## src/rtl/alu_result_serializer_pkg.sv

```systemverilog
// Shared definitions for the ALU result serializer and the arithmetic unit feeding it.
// Holds the serializer FSM encoding and the default datapath widths.
// No logic; imported by every file of the serializer.
package alu_result_serializer_pkg;

    localparam int DEF_OUT_DATA_WIDTH = 32;
    localparam int DEF_BYTE_WIDTH     = 8;

    typedef enum logic {
        IDLE = 1'b0,
        SEND = 1'b1
    } ser_state_e;

    // Number of result bytes in a frame (the status byte comes on top)
    function automatic int result_bytes(input int out_w, input int byte_w);
        return out_w / byte_w;
    endfunction

endpackage

```

## src/rtl/result_hold_buffer.sv

```systemverilog
// One-entry holding register for a result that arrives while a frame is in flight.
// Latency: written data visible on rd_data the cycle after wr.
// A simultaneous write and drain replaces the entry and keeps it full.
module result_hold_buffer
    import alu_result_serializer_pkg::*;
#(
    parameter int W = DEF_OUT_DATA_WIDTH + 1
) (
    input  logic         clk,
    input  logic         rst,
    input  logic         wr,
    input  logic [W-1:0] wr_data,
    input  logic         drain,
    output logic         full,
    output logic [W-1:0] rd_data
);

    // Entry and occupancy flag; write wins over drain so drain+write stays full
    always_ff @(posedge clk) begin
        if (rst) begin
            full    <= 1'b0;
            rd_data <= '0;
        end else if (wr) begin
            full    <= 1'b1;
            rd_data <= wr_data;
        end else if (drain) begin
            full    <= 1'b0;
        end
    end

endmodule

```

## src/rtl/alu_result_serializer.sv

```systemverilog
// Serializes each captured {carry, result} into result bytes (LSB first) plus a status byte.
// Latency: byte 0 offered one cycle after the strobe; frames run back to back with no gap.
// Bytes hold while TX_BUSY is high; one result is buffered, a further one is dropped with OVF.
module alu_result_serializer
    import alu_result_serializer_pkg::*;
#(
    parameter int OUT_DATA_WIDTH = DEF_OUT_DATA_WIDTH,
    parameter int BYTE_WIDTH     = DEF_BYTE_WIDTH
) (
    input  logic                      CLK,
    input  logic                      RST,
    input  logic [OUT_DATA_WIDTH-1:0] Arith_OUT,
    input  logic                      Carry_OUT,
    input  logic                      Arith_Flag,
    input  logic                      TX_BUSY,
    output logic [BYTE_WIDTH-1:0]     TX_P_DATA,
    output logic                      TX_D_VLD,
    output logic                      SER_BUSY,
    output logic                      OVF
);

    localparam int N  = result_bytes(OUT_DATA_WIDTH, BYTE_WIDTH);
    localparam int IW = $clog2(N + 1);
    localparam logic [IW-1:0] LAST_IDX = IW'(N);
    localparam int RW = OUT_DATA_WIDTH + 1;

    ser_state_e                state;
    logic [IW-1:0]             idx;
    logic [OUT_DATA_WIDTH-1:0] shreg;
    logic                      carry_q;

    logic          buf_full;
    logic [RW-1:0] buf_data;

    logic          accept;
    logic          last_acc;
    logic          load_from_buf;
    logic          load_from_in;
    logic          load_en;
    logic [RW-1:0] load_word;
    logic          buf_wr;
    logic          buf_drain;
    logic          ovf_c;
    logic          full_nxt;
    ser_state_e    state_nxt;

    // Handshake decode, frame-end decisions and next-cycle occupancy
    always_comb begin
        accept        = TX_D_VLD && !TX_BUSY;
        last_acc      = (state == SEND) && accept && (idx == LAST_IDX);
        load_from_buf = last_acc && buf_full;
        load_from_in  = Arith_Flag && ((state == IDLE) || (last_acc && !buf_full));
        load_en       = load_from_buf || load_from_in;
        load_word     = load_from_buf ? buf_data : {Carry_OUT, Arith_OUT};
        // Buffer is written when empty mid-frame, or refilled as it drains at frame end
        buf_wr        = (state == SEND) && Arith_Flag && (buf_full == last_acc);
        buf_drain     = load_from_buf;
        ovf_c         = (state == SEND) && Arith_Flag && buf_full && !last_acc;
        full_nxt      = buf_wr || (buf_full && !buf_drain);
        state_nxt     = state;
        if (load_en) begin
            state_nxt = SEND;
        end else if (last_acc) begin
            state_nxt = IDLE;
        end
    end

    result_hold_buffer #(
        .W (RW)
    ) u_hold (
        .clk     (CLK),
        .rst     (RST),
        .wr      (buf_wr),
        .wr_data ({Carry_OUT, Arith_OUT}),
        .drain   (buf_drain),
        .full    (buf_full),
        .rd_data (buf_data)
    );

    // Frame FSM with registered byte, valid, busy and overflow outputs
    always_ff @(posedge CLK) begin
        if (RST) begin
            state     <= IDLE;
            idx       <= '0;
            shreg     <= '0;
            carry_q   <= 1'b0;
            TX_P_DATA <= '0;
            TX_D_VLD  <= 1'b0;
            SER_BUSY  <= 1'b0;
            OVF       <= 1'b0;
        end else begin
            state    <= state_nxt;
            OVF      <= ovf_c;
            SER_BUSY <= (state_nxt == SEND) || full_nxt;
            if (load_en) begin
                idx       <= '0;
                shreg     <= load_word[OUT_DATA_WIDTH-1:0] >> BYTE_WIDTH;
                carry_q   <= load_word[OUT_DATA_WIDTH];
                TX_P_DATA <= load_word[BYTE_WIDTH-1:0];
                TX_D_VLD  <= 1'b1;
            end else if (last_acc) begin
                idx       <= '0;
                TX_P_DATA <= '0;
                TX_D_VLD  <= 1'b0;
            end else if ((state == SEND) && accept) begin
                idx <= idx + 1'b1;
                if (idx == LAST_IDX - 1'b1) begin
                    TX_P_DATA <= {{(BYTE_WIDTH-1){1'b0}}, carry_q};
                end else begin
                    TX_P_DATA <= shreg[BYTE_WIDTH-1:0];
                    shreg     <= shreg >> BYTE_WIDTH;
                end
            end
        end
    end

endmodule

```

## config.mk

```make
export PLATFORM = sky130hd
export DESIGN_NAME = alu_result_serializer
export DESIGN_NICKNAME = d
export VERILOG_FILES = /design/src/rtl/alu_result_serializer_pkg.sv /design/src/rtl/result_hold_buffer.sv /design/src/rtl/alu_result_serializer.sv
export SDC_FILE = /design/constraint.sdc
export NUM_CORES = 1
export LEC_CHECK = 0
export ABC_AREA = 1
export BUFFER_PORTS_ARGS = -buffer_cell sky130_fd_sc_hd__buf_2
export CAP_MARGIN = 20
export CORE_ASPECT_RATIO = 1.5
export CORE_MARGIN = 2
export CORE_UTILIZATION = 50
export DETAILED_ROUTE_END_ITERATION = 10
export PLACE_DENSITY_LB_ADDON = 0.15
export SETUP_SLACK_MARGIN = 0.3
export SYNTH_ARGS = -nofsm -noshare
export SYNTH_HDL_FRONTEND = slang
export SYNTH_SLANG_ARGS = --single-unit
```

## constraint.sdc

```tcl
create_clock -name CLK -period 2.2 [get_ports CLK]
set_clock_uncertainty 0.1 [all_clocks]
set_input_delay 0.22 -clock CLK [delete_from_list [all_inputs] [get_ports CLK]]
set_output_delay 0.22 -clock CLK [all_outputs]
set_load 0.1 [all_outputs]
```

==> run metrics <==
status completed; critical path class register to register; number of diodes 0; clk_lat worst skew between 0.3 and 0.4 ns; Sequential cell area 0.00149 sq mm; CP Capture Type register; grt ovf 0; maximum VDD drop 410 uV; WL final 9520 microns; DR WL/cell roughly 15 microns; Port Buffers 47; final core utilization 66.1%; initial antenna violation count 0; fillcell total 585; area of the multi-input gates 0.00182 sq mm; max-slew violations 0; Max-slew headroom 66.8%; share of the synthesized area in the top cell type 41.9%; Gate Count Post-Synth 511; Core Box Area 0.00685 sq mm; crit path DAT 2.13 ns; sequential area share after synthesis 41.9%; Yosys warning count 0; Startpoint Class register; row count 37; Layout Cells excl Fill 653; drt pass-1 iters 5; CTS tree yes; post-synth cell types 28; design area between 0.004 and 0.005 sq mm; worst min path class input pin to register; RePlAce Congestion 0.759; HPWL after DPL 5720 microns; layout cells sized above 1 23.8%; chip height 107 microns; Longest Clk Path Bufs 2; first-pass GRT wire length 14,400 microns; Setup WS post-layout about 0.28 ns; DP Cell Count 619; total leakage power 2.04 nW; Pwr Density 663 mW/mm^2; CTS sink count 74; final setup TNS 0 ns; unrepaired setup endpoints after global routing true; Final period util 87.5%; leading area contributor after synthesis dfxtp_1; Slew @ Worst Pin 0.498 ns; total CTS buffers 9; Final nets 617; # IOs 48; top post-synthesis cells by area dfxtp_1 (42%), nand2_1 (12%), o21ai_0 (8.6%); Post-Syn Area 0.00354 sq mm; drt first-iter violations 203; DP Area 0.00391 sq mm; hold buffers post-CTS 0; vias per cell 5.32; fin crit period 1.92 ns; Area Growth Syn to Fin 28.0%; Vias 3,471; die area 0.00777 sq mm; Clock Pin Slew Worst Setup and Hold Paths 0.07 ns; worst endpoint required time around 2.4 ns; FMAX 0.520 GHz; die width a little over 70 microns; Mapped Avg Cell Area 6.92 sq um; Max Cap Violations 0; Overall Global Routing Usage 24.0%; vias in the first global route 3,194; endpoints failing hold 0; final setup fails 0; drc violations 0; Syn Nets 554; Antenna Nets Post-Route 0; H-tree depth 3; Synth Register Bits 74; CP max FO 6; Initial Utilization 51.6%; clock root buffer clkbuf_8; largest net degree at the start of global routing 58; Setup WS pre-CTS 0.0963 ns
==> flip-flops by register name, summed over array words and instances, names as in the netlist <==
name            cells
OVF                 1
SER_BUSY            1
TX_D_VLD            1
TX_P_DATA           8
carry_q             1
idx                 3
shreg              24
state               1
u_hold.full         1
u_hold.rd_data     33
==> critical path: stages (launching register included) <==
cell and delay (ns):
dfxtp_2 0.34, inv_2 0.05, ha_4 0.16, nand2_4 0.07, nor2_4 0.05, ha_4 0.15
inv_2 0.06, nand2_4 0.07, a21oi_4 0.18, buf_6 0.13, buf_8 0.12, nand3_4 0.07
or2_1 0.26, nand2_1 0.06
==> power by group <==
group	switching [mW]	internal, mW
sequential	0.0434	1.44
clock	0.477	0.414
combinational	0.392	0.234
total	0.913	2.09
==> synth_stat cells <==
master and number:
nand2_1 111, dfxtp_1 74, inv_1 66, o21ai_0 61
a21oi_1 54, nor2_1 33, nand3_1 26, o21ai_1 15
clkbuf_1 13, buf_2 10, nand4_1 10, buf_4 6
ha_1 6, nand2_2 5, o211ai_1 5, buf_6 3
o22ai_1 2, a21oi_4 1, a31oi_1 1, buf_1 1
clkbuf_2 1, inv_2 1, nand3_4 1, nor2_2 1
nor3_1 1, o211ai_2 1, or2_1 1, or2_2 1
==> path summary, 6_finish.rpt <==
path	slack [ns]	endpoint	cells after the start	startpoint
worst max-delay path	0.28	TX_P_DATA[6]$_SDFFE_PP0P_	13	idx[0]$_SDFFE_PP0P_
worst min-delay path	0.04	u_hold.rd_data[24]$_SDFFE_PP0P_	3	Arith_OUT[24]
worst max register to register	0.28	TX_P_DATA[6]$_SDFFE_PP0P_	13	idx[0]$_SDFFE_PP0P_
worst min register to register	0.35	u_hold.rd_data[32]$_SDFFE_PP0P_	2	u_hold.rd_data[32]$_SDFFE_PP0P_
==> placed cells by master (no fill, tap or decap), types with 3 or more instances in the layout <==
master and count:
buf_2 47, ha_1 3, clkbuf_8 10, o21ai_2 8, nand3_4 3, nand3_1 23
buf_6 6, dfxtp_1 71, buf_4 20, buf_12 4, nand4_1 10, a21oi_1 54
ha_4 3, nand2_1 107, inv_2 4, o21ai_0 46, nor2_1 30, nand2_4 6
inv_1 62, o211ai_1 5, clkbuf_16 4, o21ai_1 21
==> metrics by stage <==
stage               hold WS (ns)  total power, mW
finish                    0.0419             3.00
detailed placement         0.337             2.03
floorplan                  0.272             1.89
global placement           0.332             2.02
CTS                       0.0328             2.93
global route              0.0683             3.14
==> metal layers <==
metal  global-route usage, %  up-vias  routed length, microns
li1                        -     1777                       -
met1                    26.5     1604                    3820
met2                    42.1       65                    5040
met3                    4.23       25                     313
met4                    13.5        0                     343
met5                       0        -                       0
==> kinds of logic after synthesis <==
group	count (synthesis)	synth area share [%]
flip-flops	74	41.9
AO/OA/AOI/OAI	140	20.8
AND/OR/NAND/NOR	190	22.8
adder cells (fa/ha/maj)	6	2.12
buffers and inverters	101	12.4
==> area by class of cell <==
type	instances	area share (%)
Multi-Input combinational cell	337	40.1
Sequential cell	74	32.9
Timing Repair Buffer	85	15.9
Inverter	67	5.72
Clock buffer	11	3.12
Tap cell	78	2.16
Clock inverter	1	0.111
==> repair_timing <==
action | 4_1_cts | 5_1_grt
endpoints found under the hold margin | 0 | 0
pin swaps | 3 | 16
buffers inserted | 7 | 7
gates cloned | 2 | 6
setup endpoints to repair | 39 | 62
gates resized for setup | 16 | 46
Note: power is estimated with default switching activity, not from simulation.
